<file path="src/rtl/shift_sequencer.sv">
// Multi-cycle shift/rotate unit: applies one single-bit step per clock.
// Ports: clk, reset, start, in_data, shift_type, amount, inverse -> out_data, carry, busy, done.
module shift_sequencer #(
  parameter int WIDTH = 8,
  parameter int AMT_W = 3
) (
  input  logic             clk,
  input  logic             reset,
  input  logic             start,
  input  logic [WIDTH-1:0] in_data,
  input  logic [2:0]       shift_type,
  input  logic [AMT_W-1:0] amount,
  input  logic             inverse,
  output logic [WIDTH-1:0] out_data,
  output logic             carry,
  output logic             busy,
  output logic             done
);

  typedef enum logic [1:0] {
    IDLE,
    SHIFT,
    DONE
  } state_t;

  localparam logic [2:0] OP_NONE = 3'b000;
  localparam logic [2:0] OP_ROL  = 3'b001;
  localparam logic [2:0] OP_ROR  = 3'b010;
  localparam logic [2:0] OP_LSL  = 3'b011;
  localparam logic [2:0] OP_ASR  = 3'b100;
  localparam logic [2:0] OP_LSR  = 3'b101;

  state_t           state;
  state_t           state_next;
  logic [2:0]       op;
  logic [2:0]       eff;
  logic [AMT_W-1:0] cnt;
  logic [WIDTH-1:0] step_d;
  logic             step_c;

  // Effective operation; codes 110/111 collapse to none.
  always_comb begin
    eff = OP_NONE;
    case (shift_type)
      OP_ROL: eff = inverse ? OP_ROR : OP_ROL;
      OP_ROR: eff = inverse ? OP_ROL : OP_ROR;
      OP_LSL: eff = inverse ? OP_LSR : OP_LSL;
      OP_ASR: eff = inverse ? OP_LSL : OP_ASR;
      OP_LSR: eff = inverse ? OP_LSL : OP_LSR;
      default: eff = OP_NONE;
    endcase
  end

  // One single-bit step of the latched operation.
  always_comb begin
    step_d = out_data;
    step_c = carry;
    case (op)
      OP_ROL: begin
        step_d = {out_data[WIDTH-2:0], out_data[WIDTH-1]};
        step_c = out_data[WIDTH-1];
      end
      OP_ROR: begin
        step_d = {out_data[0], out_data[WIDTH-1:1]};
        step_c = out_data[0];
      end
      OP_LSL: begin
        step_d = {out_data[WIDTH-2:0], 1'b0};
        step_c = out_data[WIDTH-1];
      end
      OP_ASR: begin
        step_d = {out_data[WIDTH-1], out_data[WIDTH-1:1]};
        step_c = out_data[0];
      end
      OP_LSR: begin
        step_d = {1'b0, out_data[WIDTH-1:1]};
        step_c = out_data[0];
      end
      default: begin
        step_d = out_data;
        step_c = carry;
      end
    endcase
  end

  always_ff @(posedge clk or posedge reset) begin
    if (reset) state <= IDLE;
    else       state <= state_next;
  end

  always_comb begin
    state_next = state;
    case (state)
      IDLE: begin
        if (start) begin
          if (amount == '0 || eff == OP_NONE)
            state_next = DONE;
          else
            state_next = SHIFT;
        end
      end
      SHIFT: begin
        if (cnt == AMT_W'(1)) state_next = DONE;
      end
      DONE:    state_next = IDLE;
      default: state_next = IDLE;
    endcase
  end

  always_comb begin
    busy = (state != IDLE);
    done = (state == DONE);
  end

  always_ff @(posedge clk or posedge reset) begin
    if (reset) begin
      out_data <= '0;
      carry    <= 1'b0;
      cnt      <= '0;
      op       <= OP_NONE;
    end else begin
      case (state)
        IDLE: begin
          if (start) begin
            out_data <= in_data;
            carry    <= 1'b0;
            cnt      <= amount;
            op       <= eff;
          end
        end
        SHIFT: begin
          out_data <= step_d;
          carry    <= step_c;
          cnt      <= cnt - AMT_W'(1);
        end
        default: ;
      endcase
    end
  end

endmodule

</file>
<file path="config.mk">
export PLATFORM = sky130hd
export DESIGN_NAME = shift_sequencer
export DESIGN_NICKNAME = d
export VERILOG_FILES = /design/src/rtl/shift_sequencer.sv
export SDC_FILE = /design/constraint.sdc
export NUM_CORES = 1
export LEC_CHECK = 0
export CORE_MARGIN = 4
export CORE_UTILIZATION = 40
export DETAILED_ROUTE_END_ITERATION = 10
export PLACE_DENSITY = 0.67
export SETUP_SLACK_MARGIN = 0.15
export SYNTH_ARGS = -nofsm -noshare
export SYNTH_HDL_FRONTEND = slang
export SYNTH_SLANG_ARGS = --single-unit
</file>
<file path="constraint.sdc">
create_clock -name clk -period 1.85 [get_ports clk]
set_input_delay 0.185 -clock clk [delete_from_list [all_inputs] [get_ports clk]]
set_output_delay 0.185 -clock clk [all_outputs]
set_load 0.01 [all_outputs]
</file>
==> results of run 1 <==
==> worst max-delay path, cell delays in order (launching register included) <==
cell and delay, ns:
dfrtp_1 0.39, buf_4 0.16, ha_1 0.24, o41a_4 0.56, o22ai_1 0.14, a21oi_1 0.06
==> routing by layer <==
layer | wire length (um) | vias up | global-route usage, % | share of wire [%]
li1 | - | 548 | - | -
met1 | 1260 | 515 | 20.1 | 44
met2 | 1390 | 36 | 27.6 | 48
met3 | 168 | 8 | 5.24 | 5.8
met4 | 58 | 0 | 6.50 | 2.0
met5 | 0 | - | 0 | 0
==> cells by family after synthesis <==
logic type,count (synthesis)
compound gates,51
simple gates,35
flops,17
buf+inv,14
mux,4
fa+ha+maj,4
==> area by class of cell <==
cell class | instances | area share [%]
Tap cell | 31 | 2.47
Timing Repair Buffer | 38 | 22.6
Clock buffer | 4 | 1.68
Sequential cell | 17 | 27.4
Inverter | 8 | 1.92
Multi-Input combinational cell | 94 | 44.0
==> repair_timing <==
| action | 4_1_cts | 5_1_grt |
|---|---|---|
| hold buffers | 0 | 0 |
| gates resized for setup | 5 | 4 |
| setup buffers | 3 | 0 |
| pin swaps | 0 | 1 |
| hold endpoints to repair | 0 | 0 |
| setup endpoints to repair | 9 | 7 |
==> path summary, 6_finish.rpt <==
path	start	slack (ns)	end	cells past startpoint
min	reset	0.27	out_data[0]	2
min reg2reg	state[1]	0.47	state[0]	1
max	op[1]	0.18	out_data[1]	5
min in group clk	state[1]	0.47	state[0]	1
max reg2reg	op[1]	0.18	out_data[1]	5
max in group asynchronous	reset	1.11	op[2]	2
==> per-stage QoR <==
stage	setup WS [ns]	hold slack, ns
floorplan	0.221	0.111
finish	0.181	0.274
detailed placement	0.0860	0.511
CTS	0.186	0.300
global route	0.118	0.323
global placement	0.103	0.500
==> cell usage in the layout (no fill, tap or decap), types with 2 or more instances in the layout <==
master           synthesis  final
o22ai_2                  0      2
nor2b_1                  3      3
nor2_1                  11     11
mux2_2                   2      2
mux2i_1                  2      2
dfrtp_2                  0      3
nor3b_1                  5      4
dfrtp_1                 17     14
a221oi_1                 7      5
clkbuf_4                 0      3
o22a_1                   2      2
a21oi_1                 12     12
nor3_1                   2      2
o21ai_0                  6      6
clkdlybuf4s50_1          0     27
a221oi_2                 0      2
a22o_1                   3      3
ha_1                     4      3
a211oi_1                 2      2
nand2b_1                 2      2
buf_4                    0     10
inv_1                    8      8
a31oi_1                  2      2
o22ai_1                  7      5
nand2_1                  8      8
==> power by group through the flow <==
stage | registers (mW) | clock network, mW | logic, mW
after floorplan | 0.768 | 0 | 1.08
after global placement | 0.810 | 0 | 1.61
after detailed placement | 0.821 | 0 | 1.63
after CTS | 0.778 | 0.214 | 1.73
after global routing | 0.812 | 0.232 | 1.96
final | 0.786 | 0.211 | 1.78
==> cells in the mapped netlist, drive strengths merged (2+ instances only) <==
cell,n
dfrtp,17
a21oi,12
nor2,11
inv,8
nand2,8
a221oi,7
o22ai,7
o21ai,6
buf,5
nor3b,5
ha,4
a22o,3
nand2b,3
nor2b,3
a211oi,2
a31oi,2
mux2,2
mux2i,2
nor3,2
o22a,2
or2,2
==> registers in the layout, summed over array words and instances (netlist names) <==
signal,flops
carry,1
state,2
op,3
cnt,3
out_data,8
==> results.cfg, run 1 <==
[timing]
fin_crit_sh_pct = 90.2
slew_headroom_pct = 55.5
slew_viol_final = 0
grt_setup_unrepaired = yes
fmax_ghz = 0.599
fin_crit_ns = 1.67
hold_viol_final = 0
tightest_slew_ns = 0.667
tns_ns = 0
skew_ns = 0.00180
finalSetupViolCount = 0

[clock_tree]
htree_levels = 1
clock_latency_ns = 0.29
numCtsBuffers = 3
clock-root-buffer = clkbuf_4
cts_tree = yes
cts.clk_slew.worst_paths_ns = 0.11
clock_sinks = 17
clockBufferDepth = 2

[power]
switching_share_pct = 44.1
power_frac_seq_pct = 28.3
power.leakage_nw = 0.648
p_clk_share_pct = 7.6
powerDensity_nw_per_um2 = 1770
p_sw_mw = 1.23
vdd_drop_max_uv = 1060
power.total_mw = 2.78
p_comb_share_pct = 64.1
p_int_mw = 1.55

[cells_and_area]
drive_gt1_share_pct = 18.0
regArea_um2 = 429
multi_input_area_um2 = 689
antenna_cells = 0
final_cell_count_no_fill = 192
fillers = 243
postLayoutCoreUtil_pct = 57.3
area_growth_pct = 38.6
fin_area_um2 = 1570
layout.nets = 184

[yosys]
synth_top_area_share_pct = 37.6
synth_area_um2 = 1130
yosys.area_share.simple_pct = 16.4
ys_seq_area_share_pct = 37.6
synth_fa_ha_area_share_pct = 4.42
synth_nets = 147
yosys_warnings = 0
async_flop_share_pct = 100
synth_compound_area_share_pct = 32.6
synth-seq-cells = 17
synth_top_area_cell = dfrtp_1
synth_top_family_by_area = compound AO/OA/AOI/OAI gates
synthXorXnorAreaFrac_pct = 0
synth-edff-count = 0
netlist_instances = 125
synth.distinct_cells = 35
avgSynthCellArea_um2 = 9.05
muxShareOfSynthArea_pct = 3.76
synthFlopType = dfrtp_1
ys_top_cells_by_area = dfrtp_1 (38%), a221oi_1 (5.4%), a21oi_1 (5.3%)

[worst_hold_path]
hp-class = in2async

[floorplan]
floorplan.die.height_um = 61.2
coreArea_um2 = 2730
die_w_um = 61.2
fp-row-count = 19
initial_core_util_pct = 41.4
die_area_um2 = 3740
ios = 29

[outcome]
status = completed

[setup_path]
arrival_ns = 1.85
cp-end-kind = flop
crit_path_start_kind = flop
crit_required_ns = 2.03
crit_fanout = 8
worstSetupPathType = reg2reg

[drt]
routedWlPerCell_um = 15.0
first_pass_iters = 4
drt_wl_total_um = 2880
route.detailed.drc = 0
vias_per_cell = 5.77
first_iter_violations = 43
antenna_left = 0
via_count = 1107

[flow_run]
cap_violations = 0

[global_routing]
grt_overflow = 0
grt_pass1_wl_um = 4700
antenna_found_initial = 0
grtUsageTotal_pct = 16.7
grt_start_max_net_pins = 18
grt_pass1_vias = 1078

[place]
placed_area_um2 = 1490
place_inst = 185
gp_congestion = 0.877
post-dp-hpwl_um = 2110
port_buffers = 28
Power figures use the tool's default switching activity.
==> run 2, diff against run 1 <==
- MAX_ROUTING_LAYER: default -> met4
==> run 2 against run 1 <==
  * Non-clock buffer count did not move
  * Critical endpoint unchanged
  * Clock skew barely moved
  * Critical path depth did not move
  * Sequential power barely moved
  * Largest power group unchanged
==> results.cfg, run 2 (synthesized netlist as in run 1, its figures left out) <==
[clock_tree]
clock_sinks = 17
clockBufferDepth = 2
cts.clk_slew.worst_paths_ns = 0.11
htree_levels = 1
numCtsBuffers = 3
clock-root-buffer = clkbuf_4
cts_hold_buf = 0
clock_latency_ns = 0.30
cts_tree = yes

[setup_path]
worstSetupPathType = reg2reg
crit_chain = buf_4 > ha_1 > o41a_4 > o22ai_1 > a21oi_1
timing.rr.start = op[1]
cp_slowest_cell = o41a_4
crit_path_start_kind = flop
timing.rr.end = out_data[1]
critPathMaxStageDelay_ns = 0.56
cp-end-kind = flop
reg2reg_slack_ns = 0.18
crit_fanout = 8
crit_required_ns = 2.03
rr_worst_depth = 5
arrival_ns = 1.85

[flow_run]
cap_violations = 0

[global_routing]
grt_pass1_vias = 1079
grt_overflow = 0
antenna_found_initial = 0
grt_start_max_net_pins = 18
grt_pass1_wl_um = 4710
grt_util_met1_pct = 20.3
grt_use_met3_pct = 5.03
grtUsageTotal_pct = 17.2
grt-busiest-layer = met2
grtUsageMet2_pct = 27.6

[timing]
fin_crit_sh_pct = 90.2
grt_setup_unrepaired = yes
finalSetupViolCount = 0
tightest_slew_ns = 0.667
slew_viol_final = 0
fin_crit_ns = 1.67
skew_ns = 0.00218
hold_viol_final = 0
fmax_ghz = 0.599
slew_headroom_pct = 55.5
tns_ns = 0

[cells_and_area]
area_growth_pct = 38.6
fin_area_um2 = 1570
largest_reg_flops = 8
reg_top3 = out_data: 8 flops, cnt: 3 flops, op: 3 flops
layout_common_cells = clkdlybuf4s50_1 (27), dfrtp_1 (14), a21oi_1 (12)
final_common_cell = clkdlybuf4s50_1
antenna_cells = 0
layout.nets = 184
largest-register = out_data
fillers = 243
drive_gt1_share_pct = 18.0

[power]
vdd_drop_max_uv = 1060
powerDensity_nw_per_um2 = 1770
power.leakage_nw = 0.648

[floorplan]
fp-row-count = 19
initial_core_util_pct = 41.4
coreArea_um2 = 2730
floorplan.die.height_um = 61.2
die_w_um = 61.2
ios = 29
die_area_um2 = 3740

[drt]
route.detailed.drc = 0
antenna_left = 0
drt_wl_total_um = 2870
via_count = 1104
vias_per_cell = 5.75
first_pass_iters = 4
routedWlPerCell_um = 15.0
first_iter_violations = 42

[place]
placed_area_um2 = 1490
post-dp-hpwl_um = 2110
gp_congestion = 0.891
port_buffers = 28

[worst_hold_path]
hp-class = in2async

[outcome]
status = completed
## run 2: cell counts in the layout (fill, tap and decap cells not counted)
Identical to the previous run, type by type.
## run 2: how the worst max path moves through the flow
stage,end,cells after the start,from
global route,out_data[5],6,op[2]
detailed placement,out_data[0],6,op[2]
global placement,out_data[0],6,op[2]
floorplan,out_data[0],6,op[1]
CTS,out_data[2],5,op[1]
finish,out_data[1],5,op[1]
## run 2: area by class of cell
cell class | count | area (um2) | share of cell area (%)
Multi-Input combinational cell | 94 | 689 | 44.0
Tap cell | 31 | 38.8 | 2.47
Timing Repair Buffer | 38 | 354 | 22.6
Clock buffer | 4 | 26.3 | 1.68
Inverter | 8 | 30.0 | 1.92
Sequential cell | 17 | 429 | 27.4
## run 2: per-stage QoR
| stage | hold WS (ns) | util, % | cells | power, mW | setup slack [ns] |
|---|---|---|---|---|---|
| 3_3_place_gp | 0.500 | 54.4 | 185 | 2.42 | 0.103 |
| 3_5_place_dp | 0.511 | 54.4 | 185 | 2.45 | 0.0860 |
| 5_1_grt | 0.323 | 57.3 | 192 | 3.01 | 0.118 |
| 4_1_cts | 0.300 | 56.5 | 192 | 2.73 | 0.186 |
| 6_report | 0.273 | 57.3 | 192 | 2.78 | 0.181 |
| 2_1_floorplan | 0.111 | - | 125 | 1.85 | 0.221 |
## run 2: critical path, delay by kind of cell, from the launching register on
kind	cells	cell delay (ns)
buf+inv	1	0.16
fa+ha+maj	1	0.24
flops	1	0.39
compound gates	3	0.76
## run 2: timing repair
| action | CTS | global route |
|---|---|---|
| endpoints found under the setup margin | 9 | 7 |
| buffers inserted | 3 | 0 |
| pin swaps | 0 | 1 |
| resized for setup | 5 | 4 |
## run 2: report_power, final
group / switching, mW / leakage [nW] / internal, mW / total [mW]
clock network: 0.127 / 0.0150 / 0.0840 / 0.211
registers: 0.226 / 0.196 / 0.562 / 0.788
logic: 0.874 / 0.437 / 0.905 / 1.78
## run 2: layer usage
layer,up-vias,share of wire [%]
met5,-,0
met4,0,2.0
met3,8,5.6
met2,34,48
met1,514,44
li1,548,-
